==> src/rtl/dmem_arbiter_pkg.sv <==
// Shared types and helpers for the two-port DMEM arbiter: access-size codes,
// FSM states, the latched command record and the access legality check.
package dmem_arbiter_pkg;

  localparam logic [31:0] MEM_SIZE_DEFAULT = 32'h0000_8000;

  typedef enum logic [1:0] {
    SIZE_BYTE = 2'b00,
    SIZE_HALF = 2'b01,
    SIZE_WORD = 2'b10,
    SIZE_BAD  = 2'b11
  } size_e;

  typedef enum logic [1:0] {
    ST_IDLE = 2'b00,
    ST_RD   = 2'b01,
    ST_WR   = 2'b10,
    ST_RESP = 2'b11
  } state_e;

  // One accepted request, frozen for the whole transaction.
  typedef struct packed {
    logic        we;
    size_e       size;
    logic [31:0] addr;
    logic [31:0] wdata;
  } cmd_t;

  // Number of bytes touched by an access of the given size.
  function automatic logic [2:0] size_bytes(input size_e size);
    case (size)
      SIZE_BYTE: return 3'd1;
      SIZE_HALF: return 3'd2;
      default:   return 3'd4;
    endcase
  endfunction

  // True when the access must be refused without touching memory:
  // illegal size, misaligned address, or running past the end of DMEM.
  // The end address is formed in 33 bits so addresses near 2^32 cannot wrap.
  function automatic logic is_bad_access(input cmd_t cmd, input logic [31:0] mem_size);
    logic        misaligned;
    logic [32:0] end_addr;
    case (cmd.size)
      SIZE_HALF: misaligned = cmd.addr[0];
      SIZE_WORD: misaligned = |cmd.addr[1:0];
      default:   misaligned = 1'b0;
    endcase
    end_addr = {1'b0, cmd.addr} + {30'd0, size_bytes(cmd.size)};
    return (cmd.size == SIZE_BAD) || misaligned || (end_addr > {1'b0, mem_size});
  endfunction

endpackage

==> src/rtl/dmem_arbiter_if.sv <==
// Requester-side handshake of the DMEM arbiter. One instance per requester;
// the requester drives the command and holds it until done, the arbiter
// answers with a one-cycle done/err pulse and a held load result.
interface dmem_arbiter_if;

  logic        req;
  logic        we;
  logic [1:0]  size;
  logic [31:0] addr;
  logic [31:0] wdata;
  logic        done;
  logic        err;
  logic [31:0] rdata;

  modport master (
    output req, we, size, addr, wdata,
    input  done, err, rdata
  );

  modport slave (
    input  req, we, size, addr, wdata,
    output done, err, rdata
  );

endinterface

==> src/rtl/dmem_arbiter_lane_merge.sv <==
// Big-endian lane steering between a full DMEM word and a right-aligned
// byte/halfword: builds the read-modify-write word for subword stores and
// extracts the zero-extended value for subword loads. Purely combinational.
module dmem_arbiter_lane_merge
  import dmem_arbiter_pkg::*;
(
  input  logic [31:0] rd_word,
  input  logic [31:0] wdata,
  input  size_e       size,
  input  logic [1:0]  a,
  output logic [31:0] merged,
  output logic [31:0] extracted
);

  logic [31:0] lane_mask;
  logic [4:0]  shift;

  // Lane select: byte a=0 sits in [31:24] (shift 24 = (3-a)*8), half a=0 in
  // [31:16] (shift 16 = (2-a)*8); a word uses every lane unshifted.
  always_comb begin
    // NOTE: every output of a combinational block gets a default before any
    // branch, so no path leaves it unassigned and no latch is inferred.
    lane_mask = 32'hFFFF_FFFF;
    shift     = 5'd0;
    case (size)
      SIZE_BYTE: begin
        lane_mask = 32'h0000_00FF;
        shift     = {~a, 3'b000};
      end
      SIZE_HALF: begin
        lane_mask = 32'h0000_FFFF;
        shift     = {~a[1], 4'b0000};
      end
      default: ;
    endcase
  end

  assign merged    = (rd_word & ~(lane_mask << shift)) | ((wdata & lane_mask) << shift);
  assign extracted = (rd_word >> shift) & lane_mask;

endmodule

==> src/rtl/dmem_arbiter.sv <==
// Two-port round-robin arbiter and access sequencer in front of a word-wide,
// big-endian DMEM. Subword stores become read-modify-write sequences, subword
// loads are extracted and zero-extended, illegal accesses are answered with
// err and never reach memory. Every output comes straight from a register.
module dmem_arbiter
  import dmem_arbiter_pkg::*;
#(
  parameter logic [31:0] MEM_SIZE = MEM_SIZE_DEFAULT
) (
  input  logic              clk,
  input  logic              reset,
  dmem_arbiter_if.slave     r0,
  dmem_arbiter_if.slave     r1,
  output logic [31:0]       mem_address,
  output logic [31:0]       mem_write_data,
  output logic              mem_write,
  output logic              mem_read,
  input  logic [31:0]       mem_read_data
);

  // Sequencer state and per-transaction context.
  state_e      state, state_d;
  logic        last_grant, last_grant_d;
  logic        grant, grant_d;
  cmd_t        cmd, cmd_d;
  logic [31:0] rd_word, rd_word_d;

  // Registered outputs and their next values.
  logic [1:0]  done_q, done_d;
  logic [1:0]  err_q, err_d;
  logic [31:0] rdata_q [2];
  logic [31:0] rdata_d [2];
  logic [31:0] mem_address_d, mem_write_data_d;
  logic        mem_write_d, mem_read_d;

  // Arbitration view of the incoming requests.
  logic        win;
  cmd_t        req_cmd;
  logic        req_bad;
  logic        req_word_store;

  // Lane steering operands and results.
  logic [31:0] lane_word;
  logic [31:0] merged_word;
  logic [31:0] extracted_word;

  // Round robin: on a tie the requester that did not win last time goes next;
  // otherwise the single active requester wins.
  assign win = (r0.req && r1.req) ? ~last_grant : r1.req;

  // Candidate command of the current winner, with its legality and path.
  always_comb begin
    req_cmd.we    = win ? r1.we    : r0.we;
    req_cmd.size  = size_e'(win ? r1.size : r0.size);
    req_cmd.addr  = win ? r1.addr  : r0.addr;
    req_cmd.wdata = win ? r1.wdata : r0.wdata;
  end

  assign req_bad        = is_bad_access(req_cmd, MEM_SIZE);
  assign req_word_store = req_cmd.we && (req_cmd.size == SIZE_WORD);

  // In RD the fresh DMEM word is steered directly, so the merged store word
  // and the load result are ready at the same edge that captures rd_word.
  assign lane_word = (state == ST_RD) ? mem_read_data : rd_word;

  dmem_arbiter_lane_merge u_lane_merge (
    .rd_word   (lane_word),
    .wdata     (cmd.wdata),
    .size      (cmd.size),
    .a         (cmd.addr[1:0]),
    .merged    (merged_word),
    .extracted (extracted_word)
  );

  // Next-state and next-output decode for the access sequencer.
  always_comb begin
    state_d          = state;
    last_grant_d     = last_grant;
    grant_d          = grant;
    cmd_d            = cmd;
    rd_word_d        = rd_word;
    mem_address_d    = mem_address;
    mem_write_data_d = mem_write_data;
    mem_read_d       = 1'b0;
    mem_write_d      = 1'b0;
    done_d           = 2'b00;
    err_d            = 2'b00;
    rdata_d          = rdata_q;

    case (state)
      ST_IDLE: begin
        if (r0.req || r1.req) begin
          grant_d      = win;
          last_grant_d = win;
          cmd_d        = req_cmd;
          if (req_bad) begin
            state_d     = ST_RESP;
            done_d[win] = 1'b1;
            err_d[win]  = 1'b1;
          end else begin
            mem_address_d = {req_cmd.addr[31:2], 2'b00};
            if (req_word_store) begin
              state_d          = ST_WR;
              mem_write_d      = 1'b1;
              mem_write_data_d = req_cmd.wdata;
            end else begin
              state_d    = ST_RD;
              mem_read_d = 1'b1;
            end
          end
        end
      end

      ST_RD: begin
        rd_word_d = mem_read_data;
        if (cmd.we) begin
          state_d          = ST_WR;
          mem_write_d      = 1'b1;
          mem_write_data_d = merged_word;
        end else begin
          state_d          = ST_RESP;
          done_d[grant]    = 1'b1;
          rdata_d[grant]   = extracted_word;
        end
      end

      ST_WR: begin
        state_d       = ST_RESP;
        done_d[grant] = 1'b1;
      end

      ST_RESP: begin
        state_d = ST_IDLE;
      end

      default: begin
        state_d = ST_IDLE;
      end
    endcase
  end

  // State, context and output registers; reset abandons any transaction
  // without a done, and a partially completed RMW never reaches WR.
  always_ff @(posedge clk) begin
    // NOTE: sequential state is updated with non-blocking assignments so every
    // register samples the pre-edge value of every other register.
    if (reset) begin
      state          <= ST_IDLE;
      last_grant     <= 1'b1;
      grant          <= 1'b0;
      cmd            <= '0;
      rd_word        <= '0;
      done_q         <= 2'b00;
      err_q          <= 2'b00;
      rdata_q[0]     <= '0;
      rdata_q[1]     <= '0;
      mem_address    <= '0;
      mem_write_data <= '0;
      mem_write      <= 1'b0;
      mem_read       <= 1'b0;
    end else begin
      state          <= state_d;
      last_grant     <= last_grant_d;
      grant          <= grant_d;
      cmd            <= cmd_d;
      rd_word        <= rd_word_d;
      done_q         <= done_d;
      err_q          <= err_d;
      rdata_q[0]     <= rdata_d[0];
      rdata_q[1]     <= rdata_d[1];
      mem_address    <= mem_address_d;
      mem_write_data <= mem_write_data_d;
      mem_write      <= mem_write_d;
      mem_read       <= mem_read_d;
    end
  end

  assign r0.done  = done_q[0];
  assign r0.err   = err_q[0];
  assign r0.rdata = rdata_q[0];
  assign r1.done  = done_q[1];
  assign r1.err   = err_q[1];
  assign r1.rdata = rdata_q[1];

  // DMEM is never asked to read and write in the same cycle, and only one
  // requester is ever answered at a time.
  a_rd_wr_exclusive : assert property (@(posedge clk) disable iff (reset)
    !(mem_read && mem_write));
  a_done_onehot : assert property (@(posedge clk) disable iff (reset)
    !(done_q[0] && done_q[1]));

endmodule

==> src/flat_wrapper.sv <==
// flat-port wrapper written by rule: the top's interface ports become plain ports
module dmem_arbiter_flat import dmem_arbiter_pkg::*;
#(
  parameter logic [31:0] MEM_SIZE = MEM_SIZE_DEFAULT
)
  (clk, reset, mem_address, mem_write_data, mem_write, mem_read, mem_read_data, r0_req, r0_we, r0_size, r0_addr, r0_wdata, r0_done, r0_err, r0_rdata, r1_req, r1_we, r1_size, r1_addr, r1_wdata, r1_done, r1_err, r1_rdata);
  dmem_arbiter_if r0_i ();
  dmem_arbiter_if r1_i ();
  input  logic clk;
  input  logic reset;
  output logic [31:0] mem_address;
  output logic [31:0] mem_write_data;
  output logic mem_write;
  output logic mem_read;
  input  logic [31:0] mem_read_data;
  input wire logic [$bits(r0_i.req)-1:0] r0_req;
  input wire logic [$bits(r0_i.we)-1:0] r0_we;
  input wire logic [$bits(r0_i.size)-1:0] r0_size;
  input wire logic [$bits(r0_i.addr)-1:0] r0_addr;
  input wire logic [$bits(r0_i.wdata)-1:0] r0_wdata;
  output wire logic [$bits(r0_i.done)-1:0] r0_done;
  output wire logic [$bits(r0_i.err)-1:0] r0_err;
  output wire logic [$bits(r0_i.rdata)-1:0] r0_rdata;
  input wire logic [$bits(r1_i.req)-1:0] r1_req;
  input wire logic [$bits(r1_i.we)-1:0] r1_we;
  input wire logic [$bits(r1_i.size)-1:0] r1_size;
  input wire logic [$bits(r1_i.addr)-1:0] r1_addr;
  input wire logic [$bits(r1_i.wdata)-1:0] r1_wdata;
  output wire logic [$bits(r1_i.done)-1:0] r1_done;
  output wire logic [$bits(r1_i.err)-1:0] r1_err;
  output wire logic [$bits(r1_i.rdata)-1:0] r1_rdata;
  assign r0_i.req = r0_req;
  assign r0_i.we = r0_we;
  assign r0_i.size = r0_size;
  assign r0_i.addr = r0_addr;
  assign r0_i.wdata = r0_wdata;
  assign r0_done = r0_i.done;
  assign r0_err = r0_i.err;
  assign r0_rdata = r0_i.rdata;
  assign r1_i.req = r1_req;
  assign r1_i.we = r1_we;
  assign r1_i.size = r1_size;
  assign r1_i.addr = r1_addr;
  assign r1_i.wdata = r1_wdata;
  assign r1_done = r1_i.done;
  assign r1_err = r1_i.err;
  assign r1_rdata = r1_i.rdata;
  dmem_arbiter #(.MEM_SIZE(MEM_SIZE)) u_core (.clk(clk), .reset(reset), .r0(r0_i), .r1(r1_i), .mem_address(mem_address), .mem_write_data(mem_write_data), .mem_write(mem_write), .mem_read(mem_read), .mem_read_data(mem_read_data));
endmodule
==> config.mk <==
export PLATFORM = sky130hd
export DESIGN_NAME = dmem_arbiter_flat
export DESIGN_NICKNAME = d
export VERILOG_FILES = /design/src/rtl/dmem_arbiter_pkg.sv /design/src/rtl/dmem_arbiter_if.sv /design/src/rtl/dmem_arbiter_lane_merge.sv /design/src/rtl/dmem_arbiter.sv /design/src/flat_wrapper.sv
export SDC_FILE = /design/constraint.sdc
export NUM_CORES = 1
export LEC_CHECK = 0
export ABC_AREA = 1
export ABC_CLOCK_PERIOD_IN_PS = 13470
export BUFFER_PORTS_ARGS = -buffer_cell sky130_fd_sc_hd__buf_4
export CAP_MARGIN = 0
export CORE_MARGIN = 2
export CORE_UTILIZATION = 57
export DETAILED_ROUTE_END_ITERATION = 10
export PLACE_DENSITY_LB_ADDON = 0.1
export SLEW_MARGIN = 20
export SYNTH_ARGS = -nofsm -noshare
export SYNTH_HDL_FRONTEND = slang
export SYNTH_SLANG_ARGS = --single-unit
==> constraint.sdc <==
create_clock -name clk -period 13.47 [get_ports clk]
set_clock_uncertainty 0.1 [all_clocks]
set_input_delay 2.694 -clock clk [delete_from_list [all_inputs] [get_ports clk]]
set_output_delay 2.694 -clock clk [all_outputs]
set_load 0.02 [all_outputs]
==> results of run 1 <==
-- flip-flops by register name, indices dropped and copies added (netlist names), 2 cells and up --
register	count
u_core.mem_write_data	32
u_core.err_q	2
u_core.cmd	37
u_core.rd_word	32
u_core.done_q	2
u_core.r0.rdata	32
u_core.r1.rdata	32
u_core.state	2
u_core.mem_address	30
-- metal layers --
| layer | share of wire, % | global-route usage (%) |
|---|---|---|
| met1 | 43 | 45.6 |
| met3 | 9.6 | 7.57 |
| met2 | 45 | 53.0 |
| met4 | 2.0 | 7.66 |
| met5 | 0 | 0 |
-- worst max-delay path: cells and delay by family --
kind | cells | cell delay (ns)
AO/OA/AOI/OAI | 3 | 1.11
adder cells (fa/ha/maj) | 3 | 0.85
buffers and inverters | 4 | 0.72
AND/OR/NAND/NOR | 15 | 2.33
-- cell families after synthesis --
group	after synthesis	synth area share, %
xor gates and xnor gates	6	0.482
muxes	49	4.50
other	1	0.0344
and+or+nand+nor	710	27.3
adders and majority gates	13	1.56
AOI/OAI and AO/OA	391	19.0
buffers and inverters	252	9.47
DFF	205	37.6
-- synth_stat cells (3+ instances only) --
library cell                 n
sky130_fd_sc_hd__clkbuf_1   72
sky130_fd_sc_hd__mux2i_1    49
sky130_fd_sc_hd__ha_1       12
sky130_fd_sc_hd__xor2_1      5
sky130_fd_sc_hd__nor3_1      5
sky130_fd_sc_hd__nor2_1    207
sky130_fd_sc_hd__nand2_2     5
sky130_fd_sc_hd__nand2_1   354
sky130_fd_sc_hd__a22oi_1     5
sky130_fd_sc_hd__dfxtp_1   205
sky130_fd_sc_hd__a211oi_1    4
sky130_fd_sc_hd__buf_6       7
sky130_fd_sc_hd__a32o_1      4
sky130_fd_sc_hd__nor2_2      9
sky130_fd_sc_hd__o221ai_1    4
sky130_fd_sc_hd__clkinv_1    3
sky130_fd_sc_hd__o22a_1      3
sky130_fd_sc_hd__nand4_1     8
sky130_fd_sc_hd__nor2_4      4
sky130_fd_sc_hd__o21ai_1     4
sky130_fd_sc_hd__nand3_1    85
sky130_fd_sc_hd__or2_2      17
sky130_fd_sc_hd__buf_2       9
sky130_fd_sc_hd__inv_1     147
sky130_fd_sc_hd__buf_4       6
sky130_fd_sc_hd__a21oi_1   146
sky130_fd_sc_hd__o21bai_1    8
sky130_fd_sc_hd__nand3b_1   11
sky130_fd_sc_hd__buf_1       7
sky130_fd_sc_hd__o21ai_0   204
-- worst max-delay path by stage --
stage	startpoint	end	slack [ns]
floorplan	r0_req	u_core.mem_write_data[11]$_SDFFE_PP0P_	6.71
global placement	r0_req	u_core.mem_write_data[19]$_SDFFE_PP0P_	5.89
detailed placement	r0_req	u_core.mem_write_data[17]$_SDFFE_PP0P_	5.64
CTS	r0_req	u_core.mem_write_data[4]$_SDFFE_PP0P_	6.12
global route	r0_req	u_core.mem_write_data[4]$_SDFFE_PP0P_	5.57
finish	r0_req	u_core.mem_write_data[20]$_SDFFE_PP0P_	6.03
-- metrics by stage --
| stage | total power [uW] | setup WS, ns | instances | utilization (%) |
|---|---|---|---|---|
| final | 2480 | 6.03 | 2111 | 73.6 |
| after global routing | 2610 | 5.57 | 2111 | 73.6 |
| after CTS | 2460 | 6.12 | 2110 | 73.6 |
| after detailed placement | 1890 | 5.64 | 2072 | 70.0 |
| after global placement | 1870 | 5.89 | 2072 | 70.0 |
| after floorplan | 1530 | 6.71 | 1628 | - |
-- cell type report --
| cell class | instances | area (um2) |
|---|---|---|
| Clock buffer | 27 | 568 |
| Clock inverter | 11 | 95.1 |
| Multi-Input combinational cell | 1171 | 5800 |
| Timing Repair Buffer | 311 | 2330 |
| Sequential cell | 205 | 4100 |
| Antenna cell | 1 | 2.50 |
| Tap cell | 234 | 293 |
| Fill cell | 1583 | 4940 |
| Inverter | 151 | 568 |
-- where the power goes --
part	leakage [uW]	internal [uW]	switching (uW)	total (uW)
Clock	0.000321	320	243	564
Sequential	0.00167	739	67.6	807
Combinational	0.00487	358	748	1110
==> results.json, run 1 <==
{
  "period_minus_slack_ns": 7.44,
  "yosys_warnings": 0,
  "yosysUniqueCellTypes": 45,
  "power_per_cell_area_nw_per_um2": 180,
  "cts-buffers-inserted": 21,
  "fin_area_um2": 13800,
  "cts.reportedPaths.clkPinSlew_ns": 0.06,
  "dr.pass1.iters": 5,
  "design.final.nets": 2044,
  "slowest_stage": "sky130_fd_sc_hd__o21ai_0",
  "layout.cells.most_common": "sky130_fd_sc_hd__nand2_1",
  "pin_count_of_the_biggest_net_entering_global_routing": 103,
  "hpwl_um": 25800,
  "cts-hold-fix-buffers": 0,
  "worstSetupPathType": "in -> reg",
  "synth_edf_count": 0,
  "cell_depth_of_the_worst_flop_to_flop_path": 24,
  "min-delay-path-class": "reg -> reg",
  "netlist_area_um2": 10900,
  "detail_route.wirelength_um": 35200,
  "timing.final.hold_violations": 0,
  "detailroute.via_count": 11800,
  "synth.yosys.seq_area_share_pct": 37.6,
  "mostFrequentLayoutCells": "sky130_fd_sc_hd__nand2_1, sky130_fd_sc_hd__buf_4, sky130_fd_sc_hd__dfxtp_1",
  "cts_resized": 0,
  "dieWidth_um": 142,
  "grt_first_pass_wirelength_um": 54400,
  "final_max_slew_viol_count": 0,
  "status": "completed",
  "critical_path.startpoint_type": "input pin",
  "drive_gt1_share_pct": 20.7,
  "whs_endpoint": "u_core.mem_address[20]$_SDFFE_PP0P_",
  "final_antenna_net_count": 0,
  "postCtsSetupBuffers": 0,
  "p_leak_uw": 0.00687,
  "worst_margin_slew_ns": 1.08,
  "setup.worst_path.end_class": "flop",
  "syn_inst": 1627,
  "vdd_drop_max_v": 0.000109,
  "wl_per_cell_um": 16.7,
  "setup_tns_ns": 0,
  "ys_top_cells_by_area": "sky130_fd_sc_hd__dfxtp_1, sky130_fd_sc_hd__nand2_1, sky130_fd_sc_hd__o21ai_0",
  "path_max_fanout": 48,
  "clk-insertion-delay-late_ns": 0.50,
  "setup_violation_total_in_the_final_timing_report": 0,
  "asyncSetResetFlopFracSynth_pct": 0,
  "max_cap_violations": 0,
  "antenna_found_initial": 1,
  "tritoncts": "done",
  "worst_r2r_startpoint": "u_core.last_grant$_SDFFE_PP1P_",
  "avgViaCountPerCell": 5.57,
  "dieHeight_um": 142,
  "grt_setup_unrepaired": "no",
  "grtUsageTotal_pct": 33.1,
  "slew_headroom_pct": 27.6,
  "grt_pass1_vias": 10700,
  "cp_slowest_stage_delay_ns": 0.66,
  "synth.top_cell.area_share_pct": 37.6,
  "finalCritPeriodShare_pct": 55.2,
  "synth.avg_cell_area_um2": 6.70,
  "clock_path_buffers": 3,
  "timing.fmax_ghz": 0.134,
  "yosys.area.top_type": "sky130_fd_sc_hd__dfxtp_1",
  "crit_path_frequent_cell": "sky130_fd_sc_hd__nor2_1",
  "overflow": 0,
  "crit_required_ns": 13.75,
  "post_dp_area_um2": 13100,
  "numClockSinks": 205,
  "core-area_um2": 18700,
  "worstHoldPathCells": 2,
  "setup.reg_to_reg.worst_slack_ns": 8.00,
  "syn_to_final_growth_pct": 26.3,
  "critical_path.reg2reg.endpoint": "u_core.mem_write_data[20]$_SDFFE_PP0P_",
  "synthFlopType": "sky130_fd_sc_hd__dfxtp_1",
  "drcViolationCount": 0,
  "floorplan.rows": 50,
  "cts_max_level": 1,
  "die_area_um2": 20200,
  "count_of_input_and_output_buffers": 301,
  "starting_utilization_of_the_core_area_pct": 58.3,
  "postSynthRegisterBits": 205,
  "io_pins": 304,
  "drt_iter0_drc": 1254,
  "hold_slack_ns": 0.360,
  "master_cell_of_the_clock_root_buffer": "sky130_fd_sc_hd__clkbuf_16",
  "timing.critical_path.arrival_ns": 7.73,
  "hold_start": "u_core.mem_address[20]$_SDFFE_PP0P_",
  "gpl.final_weighted_congestion": 0.962
}
(Power assumes the default switching activity.)
==> run 2: changes to the inputs <==
--- a/config.mk
+++ b/config.mk
@@ -5,12 +5,12 @@
 export SDC_FILE = /design/constraint.sdc
 export NUM_CORES = 1
 export LEC_CHECK = 0
-export ABC_AREA = 1
-export ABC_CLOCK_PERIOD_IN_PS = 13470
+export ABC_AREA = 0
+export ABC_CLOCK_PERIOD_IN_PS = 5960
 export BUFFER_PORTS_ARGS = -buffer_cell sky130_fd_sc_hd__buf_4
 export CAP_MARGIN = 0
 export CORE_MARGIN = 2
-export CORE_UTILIZATION = 57
+export CORE_UTILIZATION = 48
 export DETAILED_ROUTE_END_ITERATION = 10
 export PLACE_DENSITY_LB_ADDON = 0.1
 export SLEW_MARGIN = 20
==> constraint.sdc (replaced) <==
create_clock -name clk -period 5.96 [get_ports clk]
set_clock_uncertainty 0.1 [all_clocks]
set_input_delay 1.192 -clock clk [delete_from_list [all_inputs] [get_ports clk]]
set_output_delay 1.192 -clock clk [all_outputs]
set_load 0.02 [all_outputs]
==> results.json, run 2 <==
{
  "worstHoldPathCells": 2,
  "crit_required_ns": 6.19,
  "dr.pass1.iters": 5,
  "post-route-util_pct": 63.8,
  "syn_to_final_growth_pct": 29.4,
  "avgViaCountPerCell": 5.91,
  "final_antenna_net_count": 0,
  "cp_slowest_stage_delay_ns": 0.45,
  "drcViolationCount": 0,
  "combinationalPowerShare_pct": 41.8,
  "power_per_cell_area_nw_per_um2": 422,
  "postSynthRegisterBits": 205,
  "wl_per_cell_um": 19.8,
  "slowest_stage": "sky130_fd_sc_hd__fa_1",
  "core-area_um2": 22000,
  "period_minus_slack_ns": 5.16,
  "numClockSinks": 205,
  "cts-hold-fix-buffers": 0,
  "yosys.area.top_type": "sky130_fd_sc_hd__dfxtp_1",
  "timing.critical_path.arrival_ns": 5.39,
  "setup.reg_to_reg.worst_slack_ns": 1.24,
  "layout.cells.most_common": "sky130_fd_sc_hd__buf_4",
  "report.power.total_uw": 5910,
  "yosysUniqueCellTypes": 70,
  "synth.top_cell.area_share_pct": 37.9,
  "drt_iter0_drc": 915,
  "netSwitchingFraction_pct": 40.0,
  "cts-buffers-inserted": 23,
  "mostFrequentLayoutCells": "sky130_fd_sc_hd__buf_4, sky130_fd_sc_hd__nand2_1, sky130_fd_sc_hd__dfxtp_1",
  "yosys-top-cells-count": "sky130_fd_sc_hd__nand2_1, sky130_fd_sc_hd__dfxtp_1, sky130_fd_sc_hd__nor2_1, sky130_fd_sc_hd__clkbuf_1, sky130_fd_sc_hd__mux2i_1",
  "seqPwrFrac_pct": 32.0,
  "crit_path_frequent_cell": "sky130_fd_sc_hd__buf_4",
  "grt_setup_unrepaired": "no",
  "syn_inst": 1327,
  "p_sw_uw": 2370,
  "timing.fmax_ghz": 0.194,
  "worstPathCellList": "buf_4 > a21bo_2 > mux2i_1 > inv_1 > ha_1 > fa_1 > a21oi_2 > nor4_2 > o22ai_2 > nor3_1 > a31oi_1 > nand4_4 > or3_4 > nor3_4 > buf_4 > a311oi_1",
  "timing.final.hold_violations": 0,
  "pwr-share-clk_pct": 26.2,
  "largest_reg_flops": 37,
  "synthFlopType": "sky130_fd_sc_hd__dfxtp_1",
  "grt_first_pass_wirelength_um": 56700,
  "cts.reportedPaths.clkPinSlew_ns": 0.06,
  "netlist_area_um2": 10800,
  "starting_utilization_of_the_core_area_pct": 49.3,
  "synth_most_common_cell": "sky130_fd_sc_hd__nand2_1",
  "antenna_found_initial": 2,
  "post_dp_area_um2": 13100,
  "p_leak_uw": 0.00583,
  "dieWidth_um": 154,
  "hold_slack_ns": 0.358,
  "internal_power_component_uw": 3550,
  "cell_depth_of_the_worst_flop_to_flop_path": 15,
  "fin_area_um2": 14000,
  "synth.avg_cell_area_um2": 8.15,
  "setup.worst_path.end_class": "flop",
  "master_cell_of_the_clock_root_buffer": "sky130_fd_sc_hd__clkbuf_16",
  "hpwl_um": 26700,
  "die_area_um2": 23800,
  "critical_path.reg2reg.endpoint": "u_core.mem_address[4]$_SDFFE_PP0P_",
  "final_max_slew_viol_count": 0,
  "io_pins": 304,
  "worst_margin_slew_ns": 1.13,
  "detailroute.via_count": 11000,
  "max_cap_violations": 0,
  "postCtsSetupBuffers": 0,
  "tritoncts": "done",
  "pin_count_of_the_biggest_net_entering_global_routing": 151,
  "registers.top_by_ff_count": "u_core.cmd",
  "path_max_fanout": 21,
  "ys_top_cells_by_area": "sky130_fd_sc_hd__dfxtp_1, sky130_fd_sc_hd__nand2_1, sky130_fd_sc_hd__mux2i_1",
  "grt_pass1_vias": 10500,
  "detail_route.wirelength_um": 36800,
  "yosys_warnings": 0,
  "vdd_drop_max_v": 0.000333,
  "status": "completed",
  "setup_tns_ns": 0,
  "min-delay-path-class": "reg -> reg",
  "clk-insertion-delay-late_ns": 0.54,
  "dieHeight_um": 154,
  "critical_path.startpoint_type": "input pin",
  "count_of_input_and_output_buffers": 301,
  "drive_gt1_share_pct": 25.6,
  "slew_headroom_pct": 24.8,
  "overflow": 0,
  "finalCritPeriodShare_pct": 86.5,
  "synth_edf_count": 0,
  "design.final.nets": 1747,
  "grtUsageTotal_pct": 29.6,
  "setup_violation_total_in_the_final_timing_report": 0,
  "synth.yosys.seq_area_share_pct": 37.9,
  "clock_path_buffers": 3,
  "cts_max_level": 1,
  "whs_endpoint": "u_core.r1.rdata[15]$_SDFFE_PP0P_",
  "asyncSetResetFlopFracSynth_pct": 0,
  "worst_r2r_startpoint": "u_core.last_grant$_SDFFE_PP1P_",
  "worstSetupPathType": "in -> reg",
  "cts_resized": 0,
  "hold_start": "u_core.r1.rdata[15]$_SDFFE_PP0P_",
  "floorplan.rows": 54,
  "gpl.final_weighted_congestion": 0.913
}
==> run 2: how the worst max path moves through the flow <==
stage | from | endpoint | slack [ns]
global route | r1_req | u_core.mem_write_data[23]$_SDFFE_PP0P_ | 0.42
finish | r1_req | u_core.mem_address[4]$_SDFFE_PP0P_ | 0.80
global placement | r1_req | u_core.mem_write_data[24]$_SDFFE_PP0P_ | 0.51
CTS | r1_req | u_core.mem_address[4]$_SDFFE_PP0P_ | 0.81
floorplan | r1_req | u_core.mem_address[22]$_SDFFE_PP0P_ | 0.08
detailed placement | r1_req | u_core.mem_write_data[18]$_SDFFE_PP0P_ | 0.28
==> run 2: per-stage QoR <==
| stage | worst slack (ns) | std cells |
|---|---|---|
| 2_1_floorplan | 0.0793 | 1328 |
| 4_1_cts | 0.808 | 1859 |
| 3_3_place_gp | 0.512 | 1818 |
| 3_5_place_dp | 0.284 | 1818 |
| 6_report | 0.802 | 1861 |
| 5_1_grt | 0.420 | 1860 |
==> run 2: metal layers <==
layer	up-vias	track usage, %	routed length, um
li1	5255	-	-
met1	5177	38.3	15400
met2	484	49.1	17100
met3	77	5.81	2880
met4	2	10.7	1350
met5	-	0	16
==> run 2: critical path: cells and delay by family <==
family                     cells  cell delay, ns
AOI/OAI and AO/OA              5            1.41
and+or+nand+nor                5            1.05
adders and majority gates      2            0.70
buffers and inverters          3            0.59
muxes                          1            0.41
==> run 2: cells by family (layout without fill, tap and decap cells) <==
| kind of cell | count (synthesis) | count (layout) | share of synthesized area (%) |
|---|---|---|---|
| flops | 205 | 205 | 37.9 |
| compound gates | 314 | 314 | 20.6 |
| other cells | 1 | 3 | 0.0347 |
| simple gates | 561 | 561 | 24.5 |
| mux | 98 | 98 | 9.34 |
| fa+ha+maj | 13 | 13 | 1.57 |
| buf+inv | 118 | 370 | 4.68 |
| xor+xnor | 17 | 17 | 1.38 |
==> run 2: layout make-up <==
type / count / area (um2)
inverters: 9 / 33.8
multi-input cells: 1005 / 6250
well taps: 280 / 350
clock buffers: 32 / 669
clock inverters: 9 / 165
fillers: 1942 / 7950
flip-flops and latches: 205 / 4110
diodes: 1 / 2.50
repair buffers: 320 / 2430
==> run 2: power by group through the flow <==
stage / logic, uW / registers, uW / clock network (uW)
after floorplan: 1520 / 1980 / 0
after global placement: 2390 / 1910 / 0
after global routing: 2680 / 1920 / 1620
final: 2470 / 1890 / 1550
after detailed placement: 2420 / 1910 / 0
after CTS: 2430 / 1890 / 1570
==> run 3: changes to the inputs <==
--- a/config.mk
+++ b/config.mk
@@ -11,6 +11,7 @@
 export CAP_MARGIN = 0
 export CORE_MARGIN = 2
 export CORE_UTILIZATION = 48
+export CTS_BUF_LIST = sky130_fd_sc_hd__clkbuf_4 sky130_fd_sc_hd__clkbuf_8 sky130_fd_sc_hd__clkbuf_16
 export DETAILED_ROUTE_END_ITERATION = 10
 export PLACE_DENSITY_LB_ADDON = 0.1
 export SLEW_MARGIN = 20
==> results.json, run 3 (same netlist as run 2, synthesis figures left out) <==
{
  "status": "completed",
  "timing.fmax_ghz": 0.194,
  "hold_slack_ns": 0.357,
  "antenna_found_initial": 2,
  "post-route-util_pct": 63.8,
  "grtUsageTotal_pct": 29.6,
  "cts-hold-fix-buffers": 0,
  "period_minus_slack_ns": 5.17,
  "critPathTopFamily": "compound AO/OA/AOI/OAI gates",
  "vdd_drop_max_v": 0.000335,
  "numClockSinks": 205,
  "timing.critical_path.arrival_ns": 5.40,
  "sequential_area_um2": 4110,
  "dieWidth_um": 154,
  "design.final.nets": 1747,
  "cp_slowest_stage_delay_ns": 0.45,
  "drive_gt1_share_pct": 25.8,
  "worstPathCellList": "buf_4 > a21bo_2 > mux2i_1 > inv_1 > ha_1 > fa_1 > a21oi_2 > nor4_2 > o22ai_2 > nor3_1 > a31oi_1 > nand4_4 > or3_4 > nor3_4 > buf_4 > a311oi_1",
  "path_max_fanout": 21,
  "grt_first_pass_wirelength_um": 56700,
  "setup.worst_path.end_class": "flop",
  "cts_resized": 0,
  "worstSetupPathType": "in -> reg",
  "layout.cells.most_common": "sky130_fd_sc_hd__buf_4",
  "postCtsSetupBuffers": 0,
  "final_antenna_net_count": 0,
  "pin_count_of_the_biggest_net_entering_global_routing": 151,
  "floorplan.rows": 54,
  "min-delay-path-class": "reg -> reg",
  "crit_required_ns": 6.20,
  "registers.top_by_ff_count": "u_core.cmd",
  "clk-insertion-delay-late_ns": 0.54,
  "max_cap_violations": 0,
  "slew_headroom_pct": 24.7,
  "cts.reportedPaths.clkPinSlew_ns": 0.06,
  "cts_max_level": 1,
  "gpl.final_weighted_congestion": 0.913,
  "multi_input_area_um2": 6250,
  "wl_per_cell_um": 19.7,
  "p_leak_uw": 0.00584,
  "setup_violation_total_in_the_final_timing_report": 0,
  "cts-buffers-inserted": 23,
  "master_cell_of_the_clock_root_buffer": "sky130_fd_sc_hd__clkbuf_16",
  "worst_margin_slew_ns": 1.13,
  "dr.pass1.iters": 7,
  "power_per_cell_area_nw_per_um2": 423,
  "overflow": 0,
  "timing.final.hold_violations": 0,
  "post_dp_area_um2": 13100,
  "grt_setup_unrepaired": "no",
  "fin_area_um2": 14000,
  "avgViaCountPerCell": 5.89,
  "count_of_input_and_output_buffers": 301,
  "critical_path.n_buffers_inverters": 3,
  "io_pins": 304,
  "tritoncts": "done",
  "crit_path_frequent_cell": "sky130_fd_sc_hd__buf_4",
  "finalCritPeriodShare_pct": 86.7,
  "slowest_stage": "sky130_fd_sc_hd__fa_1",
  "grt_pass1_vias": 10500,
  "drcViolationCount": 0,
  "mostFrequentLayoutCells": "sky130_fd_sc_hd__buf_4, sky130_fd_sc_hd__nand2_1, sky130_fd_sc_hd__dfxtp_1",
  "final.fill_count": 1939,
  "final_max_slew_viol_count": 0,
  "starting_utilization_of_the_core_area_pct": 49.3,
  "syn_to_final_growth_pct": 29.6,
  "detailroute.via_count": 11000,
  "dieHeight_um": 154,
  "clock_path_buffers": 3,
  "die_area_um2": 23800,
  "core-area_um2": 22000,
  "largest_reg_flops": 37,
  "critical_path.startpoint_type": "input pin",
  "hpwl_um": 26700,
  "drt_iter0_drc": 937,
  "detail_route.wirelength_um": 36700,
  "setup_tns_ns": 0
}
==> run 3: power by group <==
group          switching (uW)  leakage (uW)  internal, uW
registers                 233       0.00167          1660
logic                    1540       0.00375           926
clock network             589      0.000415           974
==> run 3: final timing paths <==
check	startpoint	to	slack (ns)	depth (start not counted)
setup / recovery	r1_req	u_core.mem_address[4]$_SDFFE_PP0P_	0.79	16
setup reg to reg	u_core.last_grant$_SDFFE_PP1P_	u_core.mem_address[4]$_SDFFE_PP0P_	1.23	15
hold / removal	u_core.r1.rdata[15]$_SDFFE_PP0P_	u_core.r1.rdata[15]$_SDFFE_PP0P_	0.36	2
hold reg to reg	u_core.r1.rdata[15]$_SDFFE_PP0P_	u_core.r1.rdata[15]$_SDFFE_PP0P_	0.36	2
==> run 3: stage by stage <==
step | worst slack [ns] | total power [uW] | cells
global route | 0.420 | 6230 | 1860
floorplan | 0.0793 | 3490 | 1328
finish | 0.792 | 5920 | 1861
detailed placement | 0.284 | 4330 | 1818
global placement | 0.512 | 4300 | 1818
CTS | 0.812 | 5900 | 1859
==> run 3: cell type report <==
type	count	area share [%]
Inverter	9	0.241
Sequential cell	205	29.3
Clock inverter	9	1.18
Tap cell	280	2.50
Clock buffer	32	4.85
Antenna cell	1	0.0178
Multi-Input combinational cell	1005	44.6
Timing Repair Buffer	320	17.3
==> run 3: layer usage <==
layer	part of all wire (%)	vias up	track usage [%]	wire length, um
met2	46	473	49.0	17100
met3	7.9	74	5.86	2890
met5	0.044	-	0	16
met4	3.7	2	10.7	1350
li1	-	5259	-	-
met1	42	5162	38.3	15400
==> run 3: worst reg2reg max path: cells and delay by family, from the launching register on <==
kind	cells	cell delay, ns
AO/OA/AOI/OAI	5	1.40
adder cells (fa/ha/maj)	2	0.70
buffers and inverters	2	0.45
flip-flops	1	0.41
multiplexers	1	0.41
AND/OR/NAND/NOR	5	1.07
